==> src/rtl/uart_if.sv <==
// Host-side and serial-pin signals of the 8N1 UART, grouped for a single port.
interface uart_if;
  logic [7:0] data_send;
  logic       wr_en;
  logic       tx;
  logic       tx_busy;
  logic       rx;
  logic       rdy;
  logic       rdy_clr;
  logic [7:0] received_data;

  modport master (
    output data_send, wr_en, rx, rdy_clr,
    input  tx, tx_busy, rdy, received_data
  );

  modport slave (
    input  data_send, wr_en, rx, rdy_clr,
    output tx, tx_busy, rdy, received_data
  );
endinterface

==> src/rtl/uart.sv <==
// Minimal 8N1 UART: independent TX and 16x-oversampled RX sharing one baud divider setting.
// TX is busy for 10 bit-times per accepted byte; RX raises rdy at mid-stop-bit.
module uart #(
  parameter int CLK_FREQ = 50000000,
  parameter int BAUD     = 115200
) (
  input  logic clk,
  input  logic rst_n,
  uart_if.slave bus
);

  localparam int CLKS_PER_BIT = CLK_FREQ / BAUD;
  localparam int RX_TICK_DIV  = CLK_FREQ / (16 * BAUD);
  localparam int CW           = $clog2(CLKS_PER_BIT);
  localparam int TW           = $clog2(RX_TICK_DIV) + 1;

  typedef enum logic [1:0] {TX_IDLE, TX_START, TX_DATA, TX_STOP} tx_state_t;
  typedef enum logic [1:0] {RX_IDLE, RX_START, RX_DATA, RX_STOP} rx_state_t;

  tx_state_t     r_tx_state;
  logic [CW-1:0] r_tx_cnt;
  logic [2:0]    r_tx_idx;
  logic [7:0]    r_tx_shift;
  logic          r_tx;
  logic          r_tx_busy;
  logic          w_tx_bit_end;

  assign w_tx_bit_end = (r_tx_cnt == CW'(CLKS_PER_BIT - 1));

  always_ff @(posedge clk or negedge rst_n) begin
    if (!rst_n) begin
      r_tx_state <= TX_IDLE;
      r_tx_cnt   <= '0;
      r_tx_idx   <= '0;
      r_tx_shift <= '0;
      r_tx       <= 1'b1;
      r_tx_busy  <= 1'b0;
    end else begin
      case (r_tx_state)
        TX_IDLE: begin
          if (bus.wr_en) begin
            r_tx_shift <= bus.data_send;
            r_tx_cnt   <= '0;
            r_tx       <= 1'b0;
            r_tx_busy  <= 1'b1;
            r_tx_state <= TX_START;
          end
        end
        TX_START: begin
          if (w_tx_bit_end) begin
            r_tx_cnt   <= '0;
            r_tx_idx   <= '0;
            r_tx       <= r_tx_shift[0];
            r_tx_shift <= {1'b0, r_tx_shift[7:1]};
            r_tx_state <= TX_DATA;
          end else begin
            r_tx_cnt <= r_tx_cnt + CW'(1);
          end
        end
        TX_DATA: begin
          if (w_tx_bit_end) begin
            r_tx_cnt <= '0;
            if (r_tx_idx == 3'd7) begin
              r_tx       <= 1'b1;
              r_tx_state <= TX_STOP;
            end else begin
              r_tx_idx   <= r_tx_idx + 3'd1;
              r_tx       <= r_tx_shift[0];
              r_tx_shift <= {1'b0, r_tx_shift[7:1]};
            end
          end else begin
            r_tx_cnt <= r_tx_cnt + CW'(1);
          end
        end
        TX_STOP: begin
          if (w_tx_bit_end) begin
            r_tx_cnt   <= '0;
            r_tx_busy  <= 1'b0;
            r_tx_state <= TX_IDLE;
          end else begin
            r_tx_cnt <= r_tx_cnt + CW'(1);
          end
        end
        default: r_tx_state <= TX_IDLE;
      endcase
    end
  end

  assign bus.tx      = r_tx;
  assign bus.tx_busy = r_tx_busy;

  logic          r_rx_s1;
  logic          r_rx_s2;
  logic [TW-1:0] r_div;
  logic          w_tick;

  assign w_tick = (r_div == TW'(RX_TICK_DIV - 1));

  always_ff @(posedge clk or negedge rst_n) begin
    if (!rst_n) begin
      r_rx_s1 <= 1'b1;
      r_rx_s2 <= 1'b1;
      r_div   <= '0;
    end else begin
      r_rx_s1 <= bus.rx;
      r_rx_s2 <= r_rx_s1;
      r_div   <= w_tick ? '0 : r_div + TW'(1);
    end
  end

  rx_state_t  r_rx_state;
  logic [3:0] r_rx_tcnt;
  logic [2:0] r_rx_idx;
  logic [7:0] r_rx_shift;
  logic [7:0] r_rx_data;
  logic       r_rdy;
  logic       r_wait_high;

  // Set of rdy is written after the clear so a coinciding completion wins.
  always_ff @(posedge clk or negedge rst_n) begin
    if (!rst_n) begin
      r_rx_state  <= RX_IDLE;
      r_rx_tcnt   <= '0;
      r_rx_idx    <= '0;
      r_rx_shift  <= '0;
      r_rx_data   <= '0;
      r_rdy       <= 1'b0;
      r_wait_high <= 1'b0;
    end else begin
      if (bus.rdy_clr) r_rdy <= 1'b0;
      if (w_tick) begin
        case (r_rx_state)
          RX_IDLE: begin
            if (r_wait_high) begin
              if (r_rx_s2) r_wait_high <= 1'b0;
            end else if (!r_rx_s2) begin
              r_rx_tcnt  <= '0;
              r_rx_state <= RX_START;
            end
          end
          RX_START: begin
            if (r_rx_tcnt == 4'd7) begin
              r_rx_tcnt  <= '0;
              r_rx_idx   <= '0;
              r_rx_state <= r_rx_s2 ? RX_IDLE : RX_DATA;
            end else begin
              r_rx_tcnt <= r_rx_tcnt + 4'd1;
            end
          end
          RX_DATA: begin
            r_rx_tcnt <= r_rx_tcnt + 4'd1;
            if (r_rx_tcnt == 4'd15) begin
              r_rx_shift <= {r_rx_s2, r_rx_shift[7:1]};
              r_rx_idx   <= r_rx_idx + 3'd1;
              if (r_rx_idx == 3'd7) r_rx_state <= RX_STOP;
            end
          end
          RX_STOP: begin
            r_rx_tcnt <= r_rx_tcnt + 4'd1;
            if (r_rx_tcnt == 4'd15) begin
              if (r_rx_s2) begin
                r_rx_data <= r_rx_shift;
                r_rdy     <= 1'b1;
              end else begin
                r_wait_high <= 1'b1;
              end
              r_rx_state <= RX_IDLE;
            end
          end
          default: r_rx_state <= RX_IDLE;
        endcase
      end
    end
  end

  assign bus.rdy           = r_rdy;
  assign bus.received_data = r_rx_data;

endmodule

==> src/flat_wrapper.sv <==
// flat-port wrapper written by rule: the top's interface ports become plain ports
module uart_flat 
#(
  parameter int CLK_FREQ = 50000000,
  parameter int BAUD     = 115200
)
  (clk, rst_n, bus_data_send, bus_wr_en, bus_rx, bus_rdy_clr, bus_tx, bus_tx_busy, bus_rdy, bus_received_data);
  uart_if bus_i ();
  input  logic clk;
  input  logic rst_n;
  input wire logic [$bits(bus_i.data_send)-1:0] bus_data_send;
  input wire logic [$bits(bus_i.wr_en)-1:0] bus_wr_en;
  input wire logic [$bits(bus_i.rx)-1:0] bus_rx;
  input wire logic [$bits(bus_i.rdy_clr)-1:0] bus_rdy_clr;
  output wire logic [$bits(bus_i.tx)-1:0] bus_tx;
  output wire logic [$bits(bus_i.tx_busy)-1:0] bus_tx_busy;
  output wire logic [$bits(bus_i.rdy)-1:0] bus_rdy;
  output wire logic [$bits(bus_i.received_data)-1:0] bus_received_data;
  assign bus_i.data_send = bus_data_send;
  assign bus_i.wr_en = bus_wr_en;
  assign bus_i.rx = bus_rx;
  assign bus_i.rdy_clr = bus_rdy_clr;
  assign bus_tx = bus_i.tx;
  assign bus_tx_busy = bus_i.tx_busy;
  assign bus_rdy = bus_i.rdy;
  assign bus_received_data = bus_i.received_data;
  uart #(.CLK_FREQ(CLK_FREQ), .BAUD(BAUD)) u_core (.clk(clk), .rst_n(rst_n), .bus(bus_i));
endmodule
==> config.mk <==
export PLATFORM = sky130hd
export DESIGN_NAME = uart_flat
export DESIGN_NICKNAME = d
export VERILOG_FILES = /design/src/rtl/uart_if.sv /design/src/rtl/uart.sv /design/src/flat_wrapper.sv
export SDC_FILE = /design/constraint.sdc
export NUM_CORES = 1
export LEC_CHECK = 0
export ABC_AREA = 1
export CELL_PAD_IN_SITES_DETAIL_PLACEMENT = 1
export CELL_PAD_IN_SITES_GLOBAL_PLACEMENT = 1
export CORE_MARGIN = 4
export CORE_UTILIZATION = 46
export CTS_BUF_LIST = sky130_fd_sc_hd__clkbuf_8
export CTS_CLUSTER_SIZE = 16
export DETAILED_ROUTE_END_ITERATION = 10
export PLACE_DENSITY_LB_ADDON = 0.1
export SYNTH_ARGS = -nofsm -noshare
export SYNTH_HDL_FRONTEND = slang
export SYNTH_SLANG_ARGS = --single-unit
==> constraint.sdc <==
create_clock -name clk -period 2.1 [get_ports clk]
set_input_delay 0.42 -clock clk [delete_from_list [all_inputs] [get_ports clk]]
set_output_delay 0.42 -clock clk [all_outputs]
set_load 0.005 [all_outputs]
== After elaboration in Yosys (flattened, before gate mapping) ==
Index checks and enable logic that the tools add are counted.
Storage, ports and cells
  bits in registers: 59
  input port bits: 13
Operators by class
  add/subtract/negate cells: 5
  equal/unequal tests: 25
  muxes and demuxes: 52
  reductions and logical operators: 20
Operators by type and width (count)
  $mux W8: 4
  $mux W2: 12
  $pmux W8 S3: 1
  $reduce_and A4 Y1: 5
  $mux W9: 2
  $pmux W9 S2: 1
  $ne A2 B1 Y1 const B: 8
  $pmux W2 S4: 2
  $mux W1: 15
  $mux W3: 5
  $mux W4: 3
  $pmux W3 S2: 2
  $pmux W4 S3: 1
  $ne A2 B2 Y1 const B: 5
  $reduce_and A5 Y1: 2
  $add A9 B1 Y9 const B: 1
  $eq A9 B9 Y1 const B: 1
  $reduce_and A3 Y1: 3
  $eq A2 B2 Y1 const B: 4
  $reduce_bool A2 Y1: 4
  $reduce_and A7 Y1: 1
  $add A3 B1 Y3 const B: 2
  $add A6 B1 Y6 const B: 1
  $eq A3 B3 Y1 const B: 2
  12 further kinds: 15

== Depth between registers and ports, before layout ==
  depth in word-level cells: 5
  mapped depth: 10
  depth with buffers taken out: 10

== Least setup slack after synthesis ==
Ideal clock, no wire load.
  path kind: register -> register
  from: reg u_core.r_tx_state[0]
  to: reg u_core.r_tx_shift[5]
  data arrival time: 1.418 ns
  required time: 1.978 ns
  slack: 0.561 ns
  cell stages (with the launch flop): 9
  path buffers: 1
  cell sequence: dfrtp_1 > inv_1 > ha_1 > or2_2 > nand2_4 > nand3_4 > buf_6 > nand2_2 > o21ai_2
On the way
  cells in the longest elaborated chain, start to end: 3
Ends and longest elaborated chain
  start, declared: line uart.sv:20  | tx_state_t r_tx_state;
  start signal, assigned: line uart.sv:32  | r_tx_state <= TX_IDLE;
  start signal, assigned: line uart.sv:46  | r_tx_state <= TX_START;
  start signal, assigned: line uart.sv:55  | r_tx_state <= TX_DATA;
  $eq A2 B2 Y1, or another cell as far along: line uart.sv:39  | case (r_tx_state)
  $ne A2 B2 Y1 (no line), or another cell as far along
  $reduce_and A5 Y1 (no line)
  end signal, assigned: line uart.sv:42  | r_tx_shift <= bus.data_send;
  end signal, assigned: line uart.sv:54  | r_tx_shift <= {1'b0, r_tx_shift[7:1]};
  end signal, assigned: line uart.sv:69  | r_tx_shift <= {1'b0, r_tx_shift[7:1]};
  end, declared: line uart.sv:23  | logic [7:0] r_tx_shift;
Parallel ways exist; a longest one is shown, timed or not.
A chain may end at the register's enable or synchronous reset.

== Worst setup path in the final report ==
  from: reg u_core.r_tx_state[1]
  to: reg u_core.r_tx_state[0]
On the way
  cells in the longest elaborated chain, start to end: 3
Ends and longest elaborated chain (line)
  $eq A2 B2 Y1, or another cell as far along: uart.sv:39
  $ne A2 B1 Y1 (no line) or $ne A2 B2 Y1 (tied branches)
  $reduce_and A5 Y1 (no line)
Parallel ways exist; a longest one is shown, timed or not.

==> metrics.yaml <==
final_common_cell: "nand2_1"
clock_latency_ns: 0.33
worst_slack_ns: 0.255
num_rows: 28
syn_avg_cell_area_um2: 8.94
place_congestion: 0.824
io_pins: 24
vdd_drop_max_mv: 0.620
start_util_pct: 48.4
grt_first_pass_wirelength_um: 11600
leakage_nw: 1.69
synth-seq-cells: 59
fin_skew_ns: 0.00603
wl_met2_um: 3260
critical_path.max_stage_delay_ns: 0.41
endpoint_kind: "flip-flop"
synthToLayoutAreaGrowth_pct: 19.6
crit_buf_inv: 3
synth_nets: 352
dr.pass1.iters: 4
clk_pin_slew_ns: 0.07
placed_cells: 423
worst_pin_slew_ns: 0.490
highest_layer: "met4"
dieArea_um2: 7670
criticalPathCategory: "reg -> reg"
cp.required_ns: 2.33
cts_sinks: 59
wl_met3_um: 167
grt_usage_pct: 19.3
dpl_cell_area_um2: 3240
combPwrFrac_pct: 29.2
hold_viol_final: 0
wl_per_cell_um: 14.8
diodes: 0
p_total_mw: 3.65
wirelength_um: 6500
cp_top_family: "simple AND/OR/NAND/NOR gates"
status: "finished clean"
cts.htree.levels: 3
period_share_pct: 87.9
via_count: 2252
fin_setup_tns_ns: 0
cp-start-kind: "flip-flop"
synthesis.area_um2: 2910
p_sw_mw: 1.27
relSlewSlack_pct: 67.3
synth_cell_type_count: 32
synthCells: 326
drv_slew: 0
core_area_um2: 6030
dieHeight_um: 87.6
first_iter_violations: 63
path_cells: "inv_1, ha_1, inv_1, nor2_2, inv_1, nand3_1, nand2_1, nand2_1, nand2_1, nand2_1"
overflow: 0
finish.instance_area_um2: 3480
antenna_found_initial: 0
switching_share_pct: 34.9
cpMostUsedCell: "nand2_1"
p_seq_share_pct: 38.7
layoutNonFillerInstCount: 440
cts_buffers: 9
cp_max_fo: 8
grt_max_degree: 23
crit_slowest_cell: "dfrtp_1"
clkPwrFrac_pct: 32.1
port_buffers: 23
fin_worst_hold_slack_ns: 0.370
drv_cap: 0
final_cell_mix: "nand2_1 (74), dfrtp_1 (56), inv_1 (46)"
multi_input_area_um2: 1220
hold_class: "reg -> reg"
fillCellCount: 722
die_w_um: 87.6
cts_root_buf: "clkbuf_8"
rsz0062_at_grt: "false"
yosysWarningCount: 0
nets: 386
antenna_left: 0
register_area_um2: 1480
final_util_pct: 57.8
power_density_nw_per_um2: 1050
m1WireLength_um: 2980
crit_arrival_ns: 2.07
grt_pass1_vias: 2525
tritoncts: "built"
post-route-drc-count: 0
place_ws_ns: 0.261
clockBufferDepth: 2
dp_hpwl_um: 4690
intPower_mw: 2.38
setup-violations-final: 0
fin_crit_ns: 1.84
vias_per_cell: 5.12
seq_area_frac_synth_pct: 50.8
fmax_mhz: 542
drive_above_1_share_pct: 14.0
cts_setup_buffers: 0
==> Yosys cell counts <==
cell type | number | area [um^2]
nand4_2 | 1 | 12.5
nand2_2 | 4 | 25.0
dfrtp_1 | 56 | 1400
mux2i_1 | 7 | 70.1
clkbuf_1 | 2 | 7.51
xor2_1 | 4 | 35.0
inv_1 | 46 | 173
nand2_1 | 74 | 278
o21ai_2 | 9 | 78.8
a21oi_1 | 8 | 40.0
nand4_1 | 5 | 31.3
nor2_4 | 1 | 11.3
nand3_2 | 1 | 10.0
nor3_1 | 2 | 10.0
nand3_4 | 1 | 17.5
o22ai_1 | 3 | 18.8
nand3b_1 | 1 | 7.51
nor2_1 | 14 | 52.6
buf_4 | 1 | 7.51
or2_2 | 1 | 6.26
buf_6 | 2 | 22.5
nor2_2 | 4 | 25.0
nand3_1 | 23 | 115
dfstp_2 | 3 | 78.8
ha_1 | 13 | 163
buf_2 | 1 | 5.00
nand2_4 | 2 | 22.5
o21ai_1 | 7 | 35.0
inv_2 | 2 | 7.51
o211ai_1 | 1 | 7.51
o21ai_0 | 26 | 130
xnor2_1 | 1 | 8.76
==> final timing paths <==
path,depth (start not counted),to,slack [ns],from
setup / recovery,10,u_core.r_tx_state[0]$_DFFE_PN0P_,0.26,u_core.r_tx_state[1]$_DFFE_PN0P_
hold / removal,0,u_core.r_rx_s2$_DFF_PN1_,0.37,u_core.r_rx_s1$_DFF_PN1_
setup reg to reg,10,u_core.r_tx_state[0]$_DFFE_PN0P_,0.26,u_core.r_tx_state[1]$_DFFE_PN0P_
hold reg to reg,0,u_core.r_rx_s2$_DFF_PN1_,0.37,u_core.r_rx_s1$_DFF_PN1_
max in group asynchronous,3,u_core.r_tx_idx[2]$_DFFE_PN0P_,1.09,rst_n
min in group asynchronous,2,u_core.r_tx_shift[0]$_DFFE_PN0P_,0.51,rst_n
==> layer usage <==
metal | vias to the layer above | GRT usage [%]
met5 | - | 0
met3 | 9 | 3.29
li1 | 1123 | -
met4 | 0 | 7.95
met2 | 24 | 32.5
met1 | 1096 | 24.7
==> sequential cells by signal, summed over array words and instances, names as in the netlist, named ones only <==
name,cells
u_core.r_tx_shift,8
u_core.r_div,6
u_core.r_rx_tcnt,4
u_core.r_rx_idx,3
u_core.r_tx_cnt,9
u_core.r_rx_shift,8
u_core.r_rx_s2,1
u_core.bus.rdy,1
u_core.bus.received_data,8
u_core.r_rx_s1,1
u_core.r_tx_state,2
u_core.r_tx_idx,3
u_core.bus.tx,1
u_core.bus.tx_busy,1
u_core.r_rx_state,1
u_core.r_wait_high,1
==> timing repair <==
item                                   in CTS  in global routing
hold buffers                                1                  0
endpoints found under the hold margin       9                  0
setup endpoints to repair                   0                  4
resized for setup                           0                  1
==> kinds of logic after synthesis <==
logic type | Yosys count | share of synthesized area (%)
compound gates | 54 | 10.6
xor+xnor | 5 | 1.50
fa+ha+maj | 13 | 5.58
buf+inv | 54 | 7.64
flops | 59 | 50.8
mux | 7 | 2.40
simple gates | 134 | 21.4
==> cell type report <==
| class | count | share of cell area, % |
|---|---|---|
| Clock buffer | 9 | 3.55 |
| Clock inverter | 7 | 2.91 |
| Inverter | 48 | 5.17 |
| Multi-Input combinational cell | 213 | 35.0 |
| Sequential cell | 59 | 42.5 |
| Tap cell | 75 | 2.69 |
| Timing Repair Buffer | 29 | 8.19 |
==> power by group through the flow <==
stage | Clock [mW] | Combinational, mW | Sequential [mW]
floorplan | 0 | 0.854 | 1.40
global placement | 0 | 1.02 | 1.42
detailed placement | 0 | 1.07 | 1.43
CTS | 1.20 | 1.09 | 1.41
global route | 1.25 | 1.19 | 1.43
finish | 1.17 | 1.07 | 1.41
Power figures use the tool's default switching activity.
